## src/rtl/duty_meas_sched.sv

```systemverilog
// Round-robin scheduler sharing one duty finder across NUM_CH PWM inputs; each
// channel's duty (or a timeout verdict) is latched into a per-channel slot.
module duty_meas_sched #(
   parameter int NUM_CH  = 4,
   parameter int CNT_W   = 10,
   parameter int TIMEOUT = 2048
) (
   input  logic                      clk,
   input  logic                      rst_n,
   input  logic                      en_i,
   input  logic [NUM_CH-1:0]         pwm_in_i,
   output logic                      meas_pwm_o,
   input  logic                      meas_rdy_i,
   input  logic [CNT_W-1:0]          meas_duty_i,
   output logic [$clog2(NUM_CH)-1:0] cur_ch_o,
   output logic                      busy_o,
   output logic [NUM_CH*CNT_W-1:0]   duty_all_o,
   output logic [NUM_CH-1:0]         valid_o,
   output logic [NUM_CH-1:0]         stuck_o,
   output logic                      sweep_done_o
);
   localparam int CH_W  = $clog2(NUM_CH);
   localparam int TMO_W = $clog2(TIMEOUT);
   localparam logic [CH_W-1:0]  LAST_CH  = CH_W'(NUM_CH - 1);
   localparam logic [TMO_W-1:0] TMO_LAST = TMO_W'(TIMEOUT - 1);

   typedef enum logic [2:0] {
      S_IDLE   = 3'd0,
      S_SWITCH = 3'd1,
      S_ARM    = 3'd2,
      S_MEAS   = 3'd3,
      S_STORE  = 3'd4
   } state_t;

   state_t                         state_q, state_d;
   logic [CH_W-1:0]                cur_ch_q, cur_ch_d;
   logic                           sw_cnt_q, sw_cnt_d;
   logic [TMO_W-1:0]               tmo_cnt_q, tmo_cnt_d;
   logic                           first_q, first_d;
   logic [CNT_W-1:0]               cap_duty_q, cap_duty_d;
   logic                           cap_stuck_q, cap_stuck_d;
   logic [NUM_CH-1:0][CNT_W-1:0]   duty_q, duty_d;
   logic [NUM_CH-1:0]              valid_q, valid_d;
   logic [NUM_CH-1:0]              stuck_q, stuck_d;
   logic                           sweep_done_q, sweep_done_d;
   logic                           busy_q, busy_d;
   logic                           pwm_sel_s;
   logic                           tmo_hit_s;

   assign pwm_sel_s = pwm_in_i[cur_ch_q];
   assign tmo_hit_s = (tmo_cnt_q == TMO_LAST);

   // The finder only ever sees the owned channel, and only while measuring.
   assign meas_pwm_o   = (state_q == S_MEAS) & pwm_sel_s;
   assign cur_ch_o     = cur_ch_q;
   assign busy_o       = busy_q;
   assign duty_all_o   = duty_q;
   assign valid_o      = valid_q;
   assign stuck_o      = stuck_q;
   assign sweep_done_o = sweep_done_q;

   // Next-state and capture logic of the channel scheduler.
   always_comb begin
      state_d      = state_q;
      cur_ch_d     = cur_ch_q;
      sw_cnt_d     = sw_cnt_q;
      tmo_cnt_d    = tmo_cnt_q;
      first_d      = first_q;
      cap_duty_d   = cap_duty_q;
      cap_stuck_d  = cap_stuck_q;
      duty_d       = duty_q;
      valid_d      = valid_q;
      stuck_d      = stuck_q;
      sweep_done_d = 1'b0;
      unique case (state_q)
         S_IDLE: begin
            if (en_i) begin
               state_d  = S_SWITCH;
               cur_ch_d = '0;
               sw_cnt_d = 1'b0;
            end else begin
               state_d = S_IDLE;
            end
         end
         S_SWITCH: begin
            if (sw_cnt_q) begin
               state_d   = S_ARM;
               sw_cnt_d  = 1'b0;
               tmo_cnt_d = '0;
            end else begin
               sw_cnt_d = 1'b1;
            end
         end
         S_ARM: begin
            // A channel that never goes low ends here as stuck-high.
            if (tmo_hit_s) begin
               state_d     = S_STORE;
               cap_duty_d  = {CNT_W{pwm_sel_s}};
               cap_stuck_d = 1'b1;
            end else if (!pwm_sel_s) begin
               state_d   = S_MEAS;
               first_d   = 1'b1;
               tmo_cnt_d = tmo_cnt_q + TMO_W'(1);
            end else begin
               tmo_cnt_d = tmo_cnt_q + TMO_W'(1);
            end
         end
         S_MEAS: begin
            first_d = 1'b0;
            // A finder capture beats a simultaneous timeout.
            if (meas_rdy_i && !first_q) begin
               state_d     = S_STORE;
               cap_duty_d  = meas_duty_i;
               cap_stuck_d = 1'b0;
            end else if (tmo_hit_s) begin
               state_d     = S_STORE;
               cap_duty_d  = {CNT_W{pwm_sel_s}};
               cap_stuck_d = 1'b1;
            end else begin
               tmo_cnt_d = tmo_cnt_q + TMO_W'(1);
            end
         end
         S_STORE: begin
            duty_d[cur_ch_q]  = cap_duty_q;
            valid_d[cur_ch_q] = 1'b1;
            stuck_d[cur_ch_q] = cap_stuck_q;
            sw_cnt_d          = 1'b0;
            if (cur_ch_q == LAST_CH) begin
               sweep_done_d = 1'b1;
               cur_ch_d     = '0;
               state_d      = en_i ? S_SWITCH : S_IDLE;
            end else begin
               cur_ch_d = cur_ch_q + CH_W'(1);
               state_d  = S_SWITCH;
            end
         end
         default: begin
            state_d = S_IDLE;
         end
      endcase
      busy_d = (state_d != S_IDLE);
   end

   // State and result registers; reset discards any measurement in flight.
   always_ff @(posedge clk or negedge rst_n) begin
      if (!rst_n) begin
         state_q      <= S_IDLE;
         cur_ch_q     <= '0;
         sw_cnt_q     <= 1'b0;
         tmo_cnt_q    <= '0;
         first_q      <= 1'b0;
         cap_duty_q   <= '0;
         cap_stuck_q  <= 1'b0;
         duty_q       <= '0;
         valid_q      <= '0;
         stuck_q      <= '0;
         sweep_done_q <= 1'b0;
         busy_q       <= 1'b0;
      end else begin
         state_q      <= state_d;
         cur_ch_q     <= cur_ch_d;
         sw_cnt_q     <= sw_cnt_d;
         tmo_cnt_q    <= tmo_cnt_d;
         first_q      <= first_d;
         cap_duty_q   <= cap_duty_d;
         cap_stuck_q  <= cap_stuck_d;
         duty_q       <= duty_d;
         valid_q      <= valid_d;
         stuck_q      <= stuck_d;
         sweep_done_q <= sweep_done_d;
         busy_q       <= busy_d;
      end
   end

endmodule

```

## config.mk

```make
export PLATFORM = sky130hd
export DESIGN_NAME = duty_meas_sched
export DESIGN_NICKNAME = d
export VERILOG_FILES = /design/src/rtl/duty_meas_sched.sv
export SDC_FILE = /design/constraint.sdc
export NUM_CORES = 1
export LEC_CHECK = 0
export ABC_AREA = 1
export CAP_MARGIN = 20
export CORE_ASPECT_RATIO = 2
export CORE_MARGIN = 5
export CORE_UTILIZATION = 45
export CTS_CLUSTER_DIAMETER = 150
export DETAILED_ROUTE_END_ITERATION = 7
export PLACE_DENSITY = 0.71
export SYNTH_ARGS = -nofsm -noshare
export SYNTH_HDL_FRONTEND = slang
export SYNTH_SLANG_ARGS = --single-unit
```

## constraint.sdc

```tcl
create_clock -name clk -period 1.75 [get_ports clk]
set_input_delay 0.2625 -clock clk [delete_from_list [all_inputs] [get_ports clk]]
set_output_delay 0.2625 -clock clk [all_outputs]
set_load 0.03 [all_outputs]
```

==> qor.yml <==
cells_and_area:
  antenna_cells: 0
  fillers: 699
  area_delta_synth_final_pct: 30.9
  multi_input_area_um2: 1420
  layout.nets: 526
  seq_area_um2: 1980
  drive_gt1_share_pct: 11.8
  final_util_pct: 60.7
logic_synthesis:
  ys_warn_count: 0
  syn_area_um2: 3680
  synth_nets: 449
  synth_area_leaders: "dfrtp_1 (54%), nand2_1 (14%), o21ai_0 (6.1%), inv_1 (3.9%), nand3_1 (3.7%)"
  yosysSeqAreaShare_pct: 53.7
  synthCells: 426
  synth_seq_cells: 79
  synthDominantCellAreaShare_pct: 53.7
  synth.largest_area_cell: "dfrtp_1"
  avgSynthCellArea_um2: 8.64
  synth.distinct_cells: 32
clock_network:
  h-tree-depth: 3
  clk_pin_slew_ns: 0.06
  cts_buffers: 9
  cts_root_buf: "clkbuf_16"
  cts_tree: "yes"
  cts_buffer_depth: 2
  clock_latency_ns: 0.33
  cts_sinks: 79
sta:
  finalMaxSlewViolations: 0
  max_freq_ghz: 0.600
  maxSlewHeadroom_pct: 77.6
  hold_viol: 0
  timing.final.crit_share_pct: 95.3
  holdWs_ns: 0.336
  clock_skew_ns: 0.00478
  setup_tns_ns: 0
  worst_slew_pin_slew_ns: 0.335
  setup_ws_ns: 0.0825
  post-route-min-period_ns: 1.67
  rsz0062_at_grt: "no"
  setup_viol: 0
pwr:
  finalPower_mw: 6.72
  pwr_density_cell_nw_per_um2: 1390
  seq_power_share_pct: 36.3
  p_leak_nw: 2.31
  combPwrFrac_pct: 33.2
  p_sw_mw: 2.42
  sw_frac_of_total_pct: 36.1
  vdd_drop_max_v: 0.000669
  pwr-share-clk_pct: 30.6
  internal-power_mw: 4.29
die:
  rows: 46
  fp.dieH_um: 138
  chipWidth_um: 74.0
  start_util_pct: 46.4
  fp.coreArea_um2: 7940
  ios: 71
  die_area_um2: 10200
drt:
  routed_wl_mm: 8.68
  drtPass1Iterations: 5
  first_iter_violations: 209
  wl_per_cell_um: 14.4
  drc_errors: 0
  num_vias: 3023
  drtAntennaViolNets: 0
  routed_via_density: 5.00
worst_setup_path:
  worst_setup_path_start_kind: "flop"
  crit_path_max_fanout: 2
  cp_num_buf_inv: 1
  path_delay_family: "buffers and inverters"
  critical_path_class: "flop to output port"
  cpMaxStageDelayCell: "clkdlybuf4s50_1"
  reg2reg_setup_slack_ns: 0.15
  worstRegToRegCells: 9
  crit_required_ns: 1.49
  crit_path_cell_trace: "clkdlybuf4s50_1"
  worstReg2RegEnd: "tmo_cnt_q[5]"
  max_stage_delay_ns: 0.69
  end_kind: "output port"
  arrival_ns: 1.41
  r2r-start: "tmo_cnt_q[0]"
grt:
  grt_start_max_net_pins: 42
  grt_pass1_vias: 2894
  globalRouteOverflowTotal: 0
  antenna_found_initial: 0
  grt_pass1_wl_mm: 14.2
  track_usage_pct: 18.3
min_path:
  min_path_type: "primary input to asynchronous set/reset pin"
placement:
  place_congestion: 0.865
  dp_hpwl_mm: 6.41
  port_buffers: 70
  place_ws_ns: 0.113
flow_run:
  max-cap-violations: 0
outcome:
  status: "completed"
==> power groups by stage <==
stage                     Sequential, mW  Clock [mW]  Combinational [mW]
after floorplan                     2.73           0                1.22
after global placement              2.45           0                2.15
after detailed placement            2.47           0                2.20
after CTS                           2.44        2.09                2.21
after global routing                2.48        2.18                2.50
final                               2.44        2.05                2.23
==> synth_stat cells (all sizes together) <==
library cell	n
buf	12
dfrtp	79
nand2	142
inv	41
a21boi	1
nand4	3
a21oi	5
o21ai	56
a21o	1
xor2	2
clkinv	1
o21bai	1
nor2	41
clkbuf	3
ha	5
nor3	2
a22oi	1
or2	1
nand3	29
==> through the flow <==
| step | cells | area, µm² |
|---|---|---|
| after floorplan | 426 | 3690 |
| after global placement | 584 | 4440 |
| after detailed placement | 584 | 4440 |
| after CTS | 601 | 4780 |
| after global routing | 604 | 4820 |
| final | 604 | 4820 |
==> sequential cells by signal, indices dropped and copies added, names as in the netlist <==
name          cells
first_q           1
tmo_cnt_q        11
stuck_o           4
duty_all_o       40
sweep_done_o      1
cap_duty_q       10
sw_cnt_q          1
valid_o           4
cap_stuck_q       1
busy_o            1
cur_ch_o          2
state_q           3
==> logic make-up after synthesis <==
family,share of synthesized area (%)
AO/OA/AOI/OAI,9.55
XOR/XNOR,0.476
adder cells (fa/ha/maj),1.70
buffers and inverters,8.02
flip-flops,53.7
AND/OR/NAND/NOR,26.6
==> timing repair <==
action,4_1_cts,5_1_grt
pin swaps,0,2
hold buffers,1,0
setup endpoints to repair,3,8
gates resized for setup,3,2
gates cloned,0,0
hold endpoints to repair,15,0
buffers inserted,0,3
==> cell usage in the layout, fill, tap and decap left out, types with 2 or more instances in the layout <==
cell type	Yosys	routed
bufinv_16	0	2
inv_6	0	2
nor2_4	5	5
clkbuf_16	0	9
xor2_1	2	2
o21ai_0	45	45
dfrtp_2	0	2
nand4_1	2	2
nand3_1	27	27
ha_1	5	5
nand2_1	134	134
nand2_2	3	3
clkinv_2	1	2
nand2_4	5	5
a21oi_1	5	5
buf_4	0	9
o21ai_2	4	4
nor2_1	34	34
buf_12	0	3
clkdlybuf4s50_1	0	66
inv_2	3	4
dlygate4sd2_1	0	2
dfrtp_1	79	77
o21ai_1	7	7
inv_1	38	37
nor2_2	2	2
==> layer usage <==
layer	vias to the layer above	routed length (µm)	track usage, %
met2	73	4880	33.1
li1	1502	-	-
met1	1439	3250	20.4
met5	-	0	0
met4	0	138	6.85
met3	9	401	4.14
==> worst max-delay path by stage <==
| stage | startpoint | to | slack [ns] | depth (start not counted) |
|---|---|---|---|---|
| CTS | cur_ch_o[0] | meas_pwm_o | 0.03 | 6 |
| global route | cur_ch_o[0] | meas_pwm_o | 0.002 | 6 |
| floorplan | cur_ch_o[0] | meas_pwm_o | 0.18 | 5 |
| detailed placement | tmo_cnt_q[0] | tmo_cnt_q[5] | 0.11 | 9 |
| finish | stuck_o[0] | stuck_o[0] | 0.08 | 1 |
| global placement | tmo_cnt_q[0] | tmo_cnt_q[5] | 0.13 | 9 |
==> cell type report <==
type | instances | area share (%)
clock buffer | 10 | 4.96
clock inverter | 6 | 1.90
inverter | 42 | 3.30
multi-input combinational | 290 | 29.4
sequential | 79 | 41.1
tap | 96 | 2.49
timing repair buffer | 81 | 16.9
Power figures use the tool's default switching activity.
